`src/rtl/audio_capture_pkg.sv`:
```
// rtl/audio_capture_pkg.sv - shared FSM state, address default and sample widths for the audio capture path
package audio_capture_pkg;

  localparam int ADDR_W     = 24;
  localparam int SAMPLE_W   = 12;
  localparam int WORD_W     = 16;
  localparam int FRAME_BITS = 16;

  localparam logic [ADDR_W-1:0] START_ADDR_DEFAULT = 24'h010000;

  typedef enum logic [2:0] {
    IDLE,
    WAIT_TICK,
    CONVERT,
    STORE,
    FINISH
  } state_t;

  // Samples are stored left-justified so playback treats them as 16-bit words.
  function automatic logic [WORD_W-1:0] sample_to_word(input logic [SAMPLE_W-1:0] sample);
    return {sample, {(WORD_W-SAMPLE_W){1'b0}}};
  endfunction

endpackage

```
`src/rtl/audio_capture_adc_spi_rx.sv`:
```
// rtl/audio_capture_adc_spi_rx.sv - ADC serial frame receiver: SCLK generation, 16-bit shift, frame-done strobe
module adc_spi_rx
  import audio_capture_pkg::*;
#(
  parameter int SCLK_HALF = 2
) (
  input  logic                clk,
  input  logic                rst,
  input  logic                start,
  output logic                sclk,
  output logic                cs_n,
  input  logic                sdata,
  output logic [SAMPLE_W-1:0] sample,
  output logic                frame_done
);

  localparam int HW = (SCLK_HALF > 1) ? $clog2(SCLK_HALF) : 1;
  localparam int BW = $clog2(FRAME_BITS);
  localparam logic [HW-1:0] HALF_LAST = HW'(SCLK_HALF - 1);
  localparam logic [BW-1:0] BIT_LAST  = BW'(FRAME_BITS - 1);

  logic [HW-1:0] half_cnt;
  logic [BW-1:0] bit_cnt;

  // All 16 frame bits pass through a 12-bit shifter, so the four leading bits fall off the end.
  always_ff @(posedge clk or posedge rst) begin
    if (rst) begin
      sclk       <= 1'b1;
      cs_n       <= 1'b1;
      half_cnt   <= '0;
      bit_cnt    <= '0;
      sample     <= '0;
      frame_done <= 1'b0;
    end else begin
      frame_done <= 1'b0;
      if (cs_n) begin
        if (start) begin
          cs_n     <= 1'b0;
          sclk     <= 1'b1;
          half_cnt <= '0;
          bit_cnt  <= '0;
        end
      end else if (half_cnt == HALF_LAST) begin
        half_cnt <= '0;
        if (sclk) begin
          sclk <= 1'b0;
        end else begin
          sclk    <= 1'b1;
          sample  <= {sample[SAMPLE_W-2:0], sdata};
          bit_cnt <= bit_cnt + BW'(1);
          if (bit_cnt == BIT_LAST) begin
            cs_n       <= 1'b1;
            frame_done <= 1'b1;
          end
        end
      end else begin
        half_cnt <= half_cnt + HW'(1);
      end
    end
  end

endmodule

```
`src/rtl/audio_capture.sv`:
```
// rtl/audio_capture.sv - ADC-to-memory audio recorder; AUDIO_CAPTURE_OVERRUN_CNT_EN enables the dropped-sample counter
module audio_capture
  import audio_capture_pkg::*;
#(
  parameter int          SAMPLE_DIV = 8192,
  parameter int          SCLK_HALF  = 2,
  parameter logic [23:0] START_ADDR = START_ADDR_DEFAULT,
  parameter logic [23:0] END_ADDR   = 24'hFFFFFF
) (
  input  logic        clk,
  input  logic        rst,
  input  logic        record,
  output logic        adc_sclk,
  output logic        adc_cs_n,
  input  logic        adc_sdata,
  output logic [23:0] addr,
  output logic [15:0] audio_data_to_mem,
  output logic        audio_we,
  input  logic        mem_ack,
  output logic [23:0] stop_position,
  output logic        done,
  output logic [7:0]  overrun_cnt
);

  localparam int SW = (SAMPLE_DIV > 1) ? $clog2(SAMPLE_DIV) : 1;
  localparam logic [SW-1:0] SDIV_LAST = SW'(SAMPLE_DIV - 1);

  state_t              state;
  state_t              state_next;
  logic [SW-1:0]       sdiv_cnt;
  logic                running;
  logic                tick;
  logic                spi_start;
  logic                frame_done;
  logic [SAMPLE_W-1:0] spi_sample;

  adc_spi_rx #(
    .SCLK_HALF(SCLK_HALF)
  ) u_spi (
    .clk       (clk),
    .rst       (rst),
    .start     (spi_start),
    .sclk      (adc_sclk),
    .cs_n      (adc_cs_n),
    .sdata     (adc_sdata),
    .sample    (spi_sample),
    .frame_done(frame_done)
  );

  always_ff @(posedge clk or posedge rst) begin
    if (rst) state <= IDLE;
    else     state <= state_next;
  end

  always_comb begin
    state_next = state;
    case (state)
      IDLE:      if (record && !done) state_next = WAIT_TICK;
      WAIT_TICK: begin
        if (!record)   state_next = FINISH;
        else if (tick) state_next = CONVERT;
      end
      CONVERT:   if (frame_done) state_next = STORE;
      STORE:     if (mem_ack) state_next = (addr == END_ADDR || !record) ? FINISH : WAIT_TICK;
      FINISH:    if (!record) state_next = IDLE;
      default:   state_next = IDLE;
    endcase
  end

  always_comb begin
    running   = (state != IDLE) && (state != FINISH);
    tick      = running && (sdiv_cnt == SDIV_LAST);
    spi_start = (state == WAIT_TICK) && record && tick;
    audio_we  = (state == STORE);
  end

  // done mirrors FINISH, so leaving FINISH is what clears it for the next capture.
  always_ff @(posedge clk or posedge rst) begin
    if (rst) begin
      addr              <= START_ADDR;
      stop_position     <= START_ADDR;
      audio_data_to_mem <= '0;
      done              <= 1'b0;
      sdiv_cnt          <= '0;
    end else begin
      done <= (state_next == FINISH);

      if (!running || sdiv_cnt == SDIV_LAST) sdiv_cnt <= '0;
      else                                   sdiv_cnt <= sdiv_cnt + SW'(1);

      if (state == IDLE && state_next == WAIT_TICK) addr <= START_ADDR;

      if (state == CONVERT && frame_done) audio_data_to_mem <= sample_to_word(spi_sample);

      if (state == STORE && mem_ack) begin
        stop_position <= addr;
        if (state_next == WAIT_TICK) addr <= addr + 24'd1;
      end
    end
  end

`ifdef AUDIO_CAPTURE_OVERRUN_CNT_EN
  logic [7:0] overrun_q;
  logic       busy;

  assign busy = (state == CONVERT) || (state == STORE);

  always_ff @(posedge clk or posedge rst) begin
    if (rst)                                           overrun_q <= '0;
    else if (state == IDLE && state_next == WAIT_TICK) overrun_q <= '0;
    else if (tick && busy && overrun_q != 8'hFF)       overrun_q <= overrun_q + 8'd1;
  end

  assign overrun_cnt = overrun_q;
`else
  assign overrun_cnt = 8'd0;
`endif

endmodule

```
`config.mk`:
```
export PLATFORM = sky130hd
export DESIGN_NAME = audio_capture
export DESIGN_NICKNAME = d
export VERILOG_FILES = /design/src/rtl/audio_capture_pkg.sv /design/src/rtl/audio_capture_adc_spi_rx.sv /design/src/rtl/audio_capture.sv
export SDC_FILE = /design/constraint.sdc
export NUM_CORES = 1
export LEC_CHECK = 0
export BUFFER_PORTS_ARGS = -buffer_cell sky130_fd_sc_hd__buf_2
export CAP_MARGIN = 5
export CORE_UTILIZATION = 50
export CTS_BUF_LIST = sky130_fd_sc_hd__clkbuf_16
export DETAILED_ROUTE_END_ITERATION = 10
export GPL_ROUTABILITY_DRIVEN = 0
export PLACE_DENSITY = 0.86
export SLEW_MARGIN = 20
export SYNTH_ARGS = -nofsm -noshare
export SYNTH_HDL_FRONTEND = slang
export SYNTH_SLANG_ARGS = --single-unit
```
`constraint.sdc`:
```
create_clock -name clk -period 2.82 [get_ports clk]
set_clock_uncertainty 0.2 [all_clocks]
set_input_delay 0.141 -clock clk [delete_from_list [all_inputs] [get_ports clk]]
set_output_delay 0.141 -clock clk [all_outputs]
set_load 0.05 [all_outputs]
```
==> out/metrics.cfg, run 1 <==
[outcome]
outcome=finished clean

[grt]
grt_pass1_vias=2965
grt_usage_pct=20.5
grt_pass1_wl_um=14500
grt_antenna_before_repair=0
overflow=0
grt_max_degree=62

[yosys]
yosys_most_used_dff=dfrtp_1
synthCells=374
avgSynthCellArea_um2=11.9
synthesis.area_um2=4470
ys_ff_latch=97
netlist.area_leader.share_pct=52.1
synth_enable_flop_cells=0
yosys_warnings=0
synth.distinct_cells=44
synthTopCellsByArea=dfrtp_1 (52%), mux2_2 (12%), mux2i_1 (6.1%)
yosys.area.top_type=dfrtp_1
synthArstFlopShare_pct=100
synth_seq_area_share_pct=54.5

[sta]
rsz0062_at_grt=false
slew_headroom_pct=40.4
setup_slack_ns=0.302
slew_violations=0
setup-tns-final_ns=0
worstMarginPinSlew_ns=0.894
hold_viol_final=0
period_needed_ns=2.52
finalSetupViolations=0
final.period_utilization_pct=89.3
max_freq_mhz=397

[critical_path]
slowest_stage=or4_1
crit_path_end_kind=flop
max_stage_delay_ns=0.97
crit_fanout=25
worst-setup-path-type=flop to flop
rr_worst_depth=4
start_kind=flop
critPathTopFamily=simple AND/OR/NAND/NOR gates
path_cells=nand4_1 > or4_1 > o21ai_2 > mux2i_1
required_ns=2.88
arrival_ns=2.58
timing.rr.start=addr[17]$_DFF_PP0_
r2r_end=addr[0]$_DFF_PP0_
worst-path-buf-inv=0
r2r_slack_ns=0.30

[power_and_ir_drop]
total_power_uw=3040
power_frac_comb_pct=9.0
sequentialPowerShare_pct=48.2
p_clk_share_pct=42.7
swShare_pct=25.4
vdd_drop_max_mv=0.343
leakage_uw=0.00280
p_sw_uw=773
powerDensity_nw_per_um2=581
p_int_uw=2270

[drt]
drc=0
drt_iter0_markers=152
avgRoutedWirePerCell_um=15.6
first_pass_iters=4
routed_via_density=5.55
drt_wl_total_um=8700
route.vias.total=3102
antenna_left=0

[cells_and_area]
diodes=0
layout-drive-gt1-share_pct=33.0
area_growth_pct=17.3
post-route-cell-area_um2=5240
nets=454
fin_util_pct=60.4

[floorplanning]
initial_core_util_pct=51.5
row_count=34
dieArea_um2=9320
pin_count=81
core_area_um2=8680
die_w_um=96.5
die_h_um=96.5

[place]
hpwlAfterDp_um=5720
dpl-instance-area_um2=4880
portBuffers=68
place_ws_ns=0.316

[clock_network]
cts_tree=done
clockRootBuffer=clkbuf_16
cts_resized=0
path_clk_slew_ns=0.07
cts.sinks=97
clock_latency_ns=0.34
cts-htree-levels=3
clk_path_buf_depth=2
cts_setup_buffers=0
numCtsBuffers=9

[hold_path]
hold_class=input port to async pin

[flow_run]
drv_cap=0

==> placed cells by master, fill, tap and decap left out, types with 4 or more instances in the layout <==
cell type	count
and3_1	9
and4_1	5
buf_2	68
buf_4	7
clkbuf_16	9
conb_1	12
dfrtp_1	93
dfstp_2	4
dlygate4sd3_1	4
inv_1	10
mux2_2	48
mux2i_1	27
nand2_1	36
nand3_1	8
nand4_1	11
nand4b_1	4
nor2_1	21
o2111ai_1	6
o211ai_1	5
xor2_1	11
==> timing repair <==
| item | 4_1_cts | 5_1_grt |
|---|---|---|
| endpoints found under the setup margin | 0 | 0 |
| hold endpoints to repair | 40 | 0 |
| hold buffers | 4 | 0 |
==> per-stage QoR <==
step	hold WS [ns]	cells
after floorplan	0.0927	385
after global placement	0.125	539
after detailed placement	0.131	539
after CTS	0.303	559
after global routing	0.323	559
final	0.300	559
==> power groups by stage <==
stage	Sequential, uW	Clock [uW]	Combinational, uW
5_1_grt	1470	1370	300
3_5_place_dp	1490	0	272
4_1_cts	1470	1320	280
6_report	1470	1300	275
3_3_place_gp	1490	0	265
2_1_floorplan	1510	0	195
==> registers in the layout, summed over array words and instances (netlist names), 3 cells and up <==
| signal | count |
|---|---|
| addr | 24 |
| stop_position | 24 |
| sdiv_cnt | 13 |
| audio_data_to_mem | 12 |
| u_spi.sample | 12 |
| u_spi.bit_cnt | 4 |
| state | 3 |
==> area by class of cell <==
| type | count | area [um2] |
|---|---|---|
| Timing Repair Buffer | 80 | 453 |
| Clock inverter | 7 | 93.8 |
| Sequential cell | 97 | 2430 |
| Multi-Input combinational cell | 248 | 1860 |
| Fill cell | 687 | 3440 |
| Inverter | 10 | 41.3 |
| Tap cell | 108 | 135 |
| Clock buffer | 9 | 225 |
==> routing by layer <==
metal	global-route usage, %	part of all wire, %	wire length, um	vias to the layer above
met5	0	0	0	-
met2	32.3	48	4220	83
li1	-	-	-	1457
met3	4.62	3.8	329	11
met1	28.3	46	4010	1551
met4	6.37	1.7	146	0
==> cell families (layout without fill, tap and decap cells) <==
kind of cell | count (synthesis) | after routing | share of synthesized area, %
other | 1 | 12 | 0.0840
muxes | 75 | 75 | 18.2
xor gates and xnor gates | 14 | 14 | 2.75
buffers and inverters | 40 | 106 | 4.90
and+or+nand+nor | 112 | 112 | 13.1
AOI/OAI and AO/OA | 32 | 32 | 5.74
DFF | 97 | 97 | 54.5
adders and majority gates | 3 | 3 | 0.840
==> worst register-to-register path, stage by stage, from the launching register on <==
cell and delay, ns:
dfrtp_1 0.45, nand4_1 0.18, or4_1 0.97, o21ai_2 0.39, mux2i_1 0.24
==> cell usage after synthesis (4+ instances only) <==
master,n
nand4_1,11
xor2_1,11
o211ai_1,5
dfstp_2,4
nor2_1,21
dfrtp_1,93
and3_1,9
inv_1,10
nand3_1,8
nand4b_1,4
nand2_1,36
and4_1,5
clkbuf_1,13
mux2i_1,27
mux2_2,48
o2111ai_1,6
buf_4,12
==> worst max path at each step <==
stage	startpoint	depth (start not counted)	slack, ns	to
floorplan	addr[0]$_DFF_PP0_	6	0.39	addr[13]$_DFF_PP0_
global placement	addr[17]$_DFF_PP0_	4	0.42	addr[19]$_DFF_PP0_
detailed placement	addr[17]$_DFF_PP0_	4	0.32	addr[1]$_DFF_PP0_
CTS	addr[17]$_DFF_PP0_	4	0.32	addr[19]$_DFF_PP0_
global route	addr[17]$_DFF_PP0_	4	0.12	addr[21]$_DFF_PP0_
finish	addr[17]$_DFF_PP0_	4	0.30	addr[0]$_DFF_PP0_
Note: power is estimated with default switching activity, not from simulation.
==> run 2, diff against run 1 <==
--- a/config.mk
+++ b/config.mk
@@ -11,7 +11,7 @@
 export CTS_BUF_LIST = sky130_fd_sc_hd__clkbuf_16
 export DETAILED_ROUTE_END_ITERATION = 10
 export GPL_ROUTABILITY_DRIVEN = 0
-export PLACE_DENSITY = 0.86
+export PLACE_DENSITY = 0.76
 export SLEW_MARGIN = 20
 export SYNTH_ARGS = -nofsm -noshare
 export SYNTH_HDL_FRONTEND = slang
==> out/metrics.cfg, run 2 (synthesis results as in run 1) <==
[critical_path]
r2r_slack_ns=0.22  ; -0.09 ns
path_cells=nand4_1 > or4_1 > o2111ai_1 > mux2i_1
worst-path-buf-inv=0  ; unchanged
start_kind=flop
slowest_stage=or4_1
critPathTopFamily=simple AND/OR/NAND/NOR gates
arrival_ns=2.66  ; +0.08 ns
max_stage_delay_ns=1.00  ; +0.03 ns
required_ns=2.87  ; about the same
crit_fanout=25  ; unchanged
crit_path_end_kind=flop
worst-setup-path-type=flop to flop

[place]
portBuffers=68  ; unchanged
hpwlAfterDp_um=5610  ; -2.0%
dpl-instance-area_um2=4900  ; +0.41%

[grt]
grt_antenna_before_repair=0  ; unchanged
overflow=0  ; unchanged
grt_max_degree=38  ; -39%
grt_usage_pct=20.1  ; -0.44 points
grt_pass1_vias=2943  ; -0.74%
grt_pass1_wl_um=14400  ; -0.24%

[power_and_ir_drop]
p_sw_uw=846  ; +9.5%
p_clk_share_pct=41.4  ; -1.3 points
p_int_uw=2120  ; -6.3%
sequentialPowerShare_pct=49.4  ; +1.2 points
vdd_drop_max_mv=0.346  ; +0.81%
swShare_pct=28.5  ; +3.1 points
power_frac_comb_pct=9.2  ; +0.2 points
leakage_uw=0.00280  ; -0.12%
powerDensity_nw_per_um2=566  ; -2.4%

[cells_and_area]
fillCellCount=701  ; +2.0%
multiInputGateArea_um2=1860  ; unchanged
diodes=0  ; unchanged
post-route-cell-area_um2=5240  ; +0.12%
final_common_cell=dfrtp_1
seq_area_um2=2430  ; unchanged
layout-drive-gt1-share_pct=33.6  ; +0.59 points
nets=455  ; +0.22%
final_cell_mix=dfrtp_1 (93), buf_2 (68), mux2_2 (48), nand2_1 (36), mux2i_1 (27)
top_regs=addr (24), stop_position (24), sdiv_cnt (13)
area_growth_pct=17.4

[drt]
antenna_left=0  ; unchanged
drt_iter0_markers=80  ; -47%
first_pass_iters=4  ; unchanged
drt_wl_total_um=8470  ; -2.6%
routed_via_density=5.43  ; -2.1%
route.vias.total=3043  ; -1.9%
avgRoutedWirePerCell_um=15.1  ; -2.8%
drc=0  ; unchanged

[outcome]
outcome=finished clean

[clock_network]
cts.sinks=97  ; unchanged
hold_buffers=4  ; unchanged
cts_setup_buffers=0  ; unchanged
clockRootBuffer=clkbuf_16
cts_tree=done
cts_resized=0  ; unchanged
clk_path_buf_depth=2  ; unchanged
numCtsBuffers=9  ; unchanged
path_clk_slew_ns=0.08  ; about the same
cts-htree-levels=3  ; unchanged
clock_latency_ns=0.34  ; about the same

[sta]
slew_headroom_pct=35.7  ; -4.7 points
rsz0062_at_grt=false
max_freq_mhz=384  ; -3.3%
finalSetupViolations=0  ; unchanged
worstMarginPinSlew_ns=0.965  ; +0.0711 ns
hold_viol_final=0  ; unchanged
period_needed_ns=2.60  ; +0.0853 ns
slew_violations=0  ; unchanged
final.period_utilization_pct=92.3  ; +3.0 points
setup-tns-final_ns=0  ; unchanged

[hold_path]
hold_class=input port to async pin

[floorplanning]
core_area_um2=8680  ; unchanged
die_w_um=96.5  ; unchanged
dieArea_um2=9320  ; unchanged
pin_count=81  ; unchanged
initial_core_util_pct=51.5  ; unchanged
die_h_um=96.5  ; unchanged
row_count=34  ; unchanged

[flow_run]
drv_cap=0  ; unchanged

==> run 2: cell count changes in the layout (fill, tap and decap cells not counted), moves of 2 or more <==
cell	delta
bufinv_16	-2
clkinv_4	-2
inv_8	+2
clkinv_8	+2
==> run 2: power groups by stage <==
stage               clock network [uW]  logic (uW)  registers, uW
floorplan                            0         195           1510
global placement                     0         271           1490
detailed placement                   0         273           1490
CTS                               1250         279           1470
global route                      1300         308           1480
finish                            1230         274           1470
==> run 2: cell type report <==
class,count,area share (%)
timing repair buffer,81,9.02
inverter,10,0.787
tap,108,2.58
sequential,97,46.4
clock inverter,7,1.53
clock buffer,9,4.29
multi-input combinational,248,35.4
==> run 2: final timing paths <==
kind | start | end | cells after the start
max | addr[17]$_DFF_PP0_ | addr[23]$_DFF_PP0_ | 4
min | rst | stop_position[7]$_DFFE_PP0P_ | 3
max reg2reg | addr[17]$_DFF_PP0_ | addr[23]$_DFF_PP0_ | 4
min reg2reg | stop_position[2]$_DFFE_PP0P_ | stop_position[2]$_DFFE_PP0P_ | 1
max in group asynchronous | rst | addr[16]$_DFF_PP1_ | 4
min in group clk | stop_position[2]$_DFFE_PP0P_ | stop_position[2]$_DFFE_PP0P_ | 1
==> run 2: per-stage QoR <==
stage	total power (uW)	utilization [%]	setup slack, ns	hold WS [ns]	cells
after floorplan	1710	-	0.387	0.0927	385
after global placement	1760	56.4	0.418	0.134	540
after detailed placement	1770	56.4	0.322	0.143	540
after CTS	3000	60.4	0.233	0.307	560
after global routing	3090	60.4	0.0676	0.315	560
final	2970	60.4	0.216	0.297	560
==> run 2: tightest hold or removal path, stage by stage <==
cell and delay [ns]:
dlygate4sd3_1 0.53, buf_2 0.13, clkinvlp_4 0.55
==> run 2: metal layers <==
metal | up-vias | part of all wire, % | GRT usage, %
li1 | 1457 | - | -
met1 | 1501 | 47 | 27.6
met2 | 76 | 49 | 31.9
met3 | 9 | 3.8 | 4.15
met4 | 0 | 1.0 | 6.37
met5 | - | 0 | 0
==> run 3, diff against run 2 <==
--- a/config.mk
+++ b/config.mk
@@ -7,6 +7,7 @@
 export LEC_CHECK = 0
 export BUFFER_PORTS_ARGS = -buffer_cell sky130_fd_sc_hd__buf_2
 export CAP_MARGIN = 5
+export CORE_MARGIN = 2
 export CORE_UTILIZATION = 50
 export CTS_BUF_LIST = sky130_fd_sc_hd__clkbuf_16
 export DETAILED_ROUTE_END_ITERATION = 10
==> out/metrics.cfg, run 3 (synthesis results as in run 1) <==
[outcome]
outcome=finished clean

[place]
dpl-instance-area_um2=4900  ; about the same
place_inst=542  ; +0.37%
hpwlAfterDp_um=5740  ; +2.4%
portBuffers=68  ; unchanged

[clock_network]
cts_tree=done
cts_resized=0  ; unchanged
clk_path_buf_depth=2  ; unchanged
numCtsBuffers=9  ; unchanged
cts-htree-levels=3  ; unchanged
clock_latency_ns=0.34  ; about the same
cts.sinks=97  ; unchanged
path_clk_slew_ns=0.07  ; about the same
clockRootBuffer=clkbuf_16

[floorplanning]
row_count=34  ; unchanged
core_area_um2=8680  ; unchanged
die_h_um=98.5  ; +2.1%
die_w_um=98.5  ; +2.1%
pin_count=81  ; unchanged
dieArea_um2=9710  ; +4.2%
initial_core_util_pct=51.5  ; unchanged

[grt]
grt_antenna_before_repair=0  ; unchanged
overflow=0  ; unchanged
grt_pass1_vias=3043  ; +3.4%
use_met2_pct=30.9  ; -0.94 points
grt_usage_pct=18.5  ; -1.5 points
use_met3_pct=5.32  ; +1.2 points
grt_max_degree=51  ; +34%
grt_busiest_layer=met2
use_met1_pct=24.0  ; -3.6 points
grt_pass1_wl_um=14700  ; +2.0%

[cells_and_area]
post-route-cell-area_um2=5260  ; +0.31%
area_growth_pct=17.8
top_regs=addr (24), stop_position (24), sdiv_cnt (13)
final_common_cell=dfrtp_1
nets=458  ; +0.66%
layout-drive-gt1-share_pct=34.1  ; +0.44 points
multiInputGateArea_um2=1860  ; unchanged
diodes=0  ; unchanged
fillCellCount=718  ; +2.4%
final_cell_mix=dfrtp_1 (93), buf_2 (68), mux2_2 (48), nand2_1 (36), mux2i_1 (27)
fin_cells=563  ; +0.54%
seq_area_um2=2430  ; unchanged

[sta]
period_needed_ns=2.41  ; -0.195 ns
finalSetupViolations=0  ; unchanged
worstMarginPinSlew_ns=0.816  ; -0.150 ns
slew_violations=0  ; unchanged
rsz0062_at_grt=false
max_freq_mhz=415  ; +8.1%
slew_headroom_pct=45.3  ; +9.6 points
setup-tns-final_ns=0  ; unchanged
final.period_utilization_pct=85.4  ; -6.9 points
hold_viol_final=0  ; unchanged

[critical_path]
arrival_ns=2.46  ; -0.20 ns
slowest_stage=or4_1
rr_worst_depth=5  ; +1
max_stage_delay_ns=0.75  ; -0.25 ns
path_cells=nand4_1 > or4_1 > buf_4 > o2111ai_1 > mux2i_1
timing.rr.start=addr[19]$_DFF_PP0_
start_kind=flop
startpoint=addr[19]$_DFF_PP0_
required_ns=2.87  ; about the same
worst-setup-path-type=flop to flop
crit_fanout=14  ; -44%
crit_path_end_kind=flop

[hold_path]
hold_class=input port to async pin

[drt]
first_pass_iters=4  ; unchanged
route.vias.total=3042  ; -0.033%
routed_via_density=5.40  ; -0.57%
drt_wl_total_um=8590  ; +1.3%
avgRoutedWirePerCell_um=15.3  ; +0.79%
drc=0  ; unchanged
drt_iter0_markers=97  ; +21%
antenna_left=0  ; unchanged

[power_and_ir_drop]
p_sw_uw=825  ; -2.6%
vdd_drop_max_mv=0.404  ; +17%
sequentialPowerShare_pct=49.9  ; +0.5 points
swShare_pct=28.0  ; -0.49 points
power_frac_comb_pct=9.4  ; +0.2 points
powerDensity_nw_per_um2=560  ; -1.2%
p_clk_share_pct=40.7  ; -0.7 points
p_int_uw=2120  ; -0.21%
leakage_uw=0.00280  ; +0.29%

[flow_run]
drv_cap=0  ; unchanged

run 3: final cells by class:
cell class | count | area share [%]
Clock buffer | 9 | 4.28
Clock inverter | 7 | 1.40
Inverter | 10 | 0.785
Multi-Input combinational cell | 248 | 35.3
Sequential cell | 97 | 46.2
Tap cell | 108 | 2.57
Timing Repair Buffer | 84 | 9.42
run 3: worst max-delay path, delay by kind of cell (launching register included):
family / cells / cell delay (ns)
and+or+nand+nor: 2 / 0.94
muxes: 1 / 0.24
AOI/OAI and AO/OA: 1 / 0.23
DFF: 1 / 0.43
buffers and inverters: 1 / 0.28
run 3: per-stage QoR:
stage	total power [uW]	setup WS (ns)	util (%)	hold WS (ns)
2_1_floorplan	1710	0.387	-	0.0927
3_3_place_gp	1760	0.561	56.5	0.175
3_5_place_dp	1770	0.476	56.5	0.182
4_1_cts	2970	0.414	60.4	0.303
5_1_grt	3070	0.191	60.6	0.215
6_report	2940	0.412	60.6	0.184
run 3: metal layers:
layer,vias to the layer above,routed length [um]
met2,64,4220
met1,1498,3890
li1,1470,-
met3,10,382
met5,-,0
met4,0,100
run 3: timing repair:
action                                 in CTS  in global routing
setup buffers                               0                  0
endpoints found under the hold margin      52                  0
hold buffers                                4                  0
run 3: path summary, 6_finish.rpt:
path                                                 end  slack (ns)
setup / recovery                      addr[21]$_DFF_PP0_        0.41
hold / removal              stop_position[7]$_DFFE_PP0P_        0.18
setup reg to reg                      addr[21]$_DFF_PP0_        0.41
hold reg to reg            stop_position[15]$_DFFE_PP0P_        0.30
max in group asynchronous  stop_position[16]$_DFFE_PP1P_        1.63
min in group clk           stop_position[15]$_DFFE_PP0P_        0.30
run 3: power by group through the flow:
stage / Clock [uW] / Sequential, uW / Combinational [uW]
after global placement: 0 / 1490 / 268
after global routing: 1280 / 1480 / 312
after CTS: 1230 / 1470 / 278
after detailed placement: 0 / 1500 / 271
after floorplan: 0 / 1510 / 195
final: 1200 / 1470 / 276
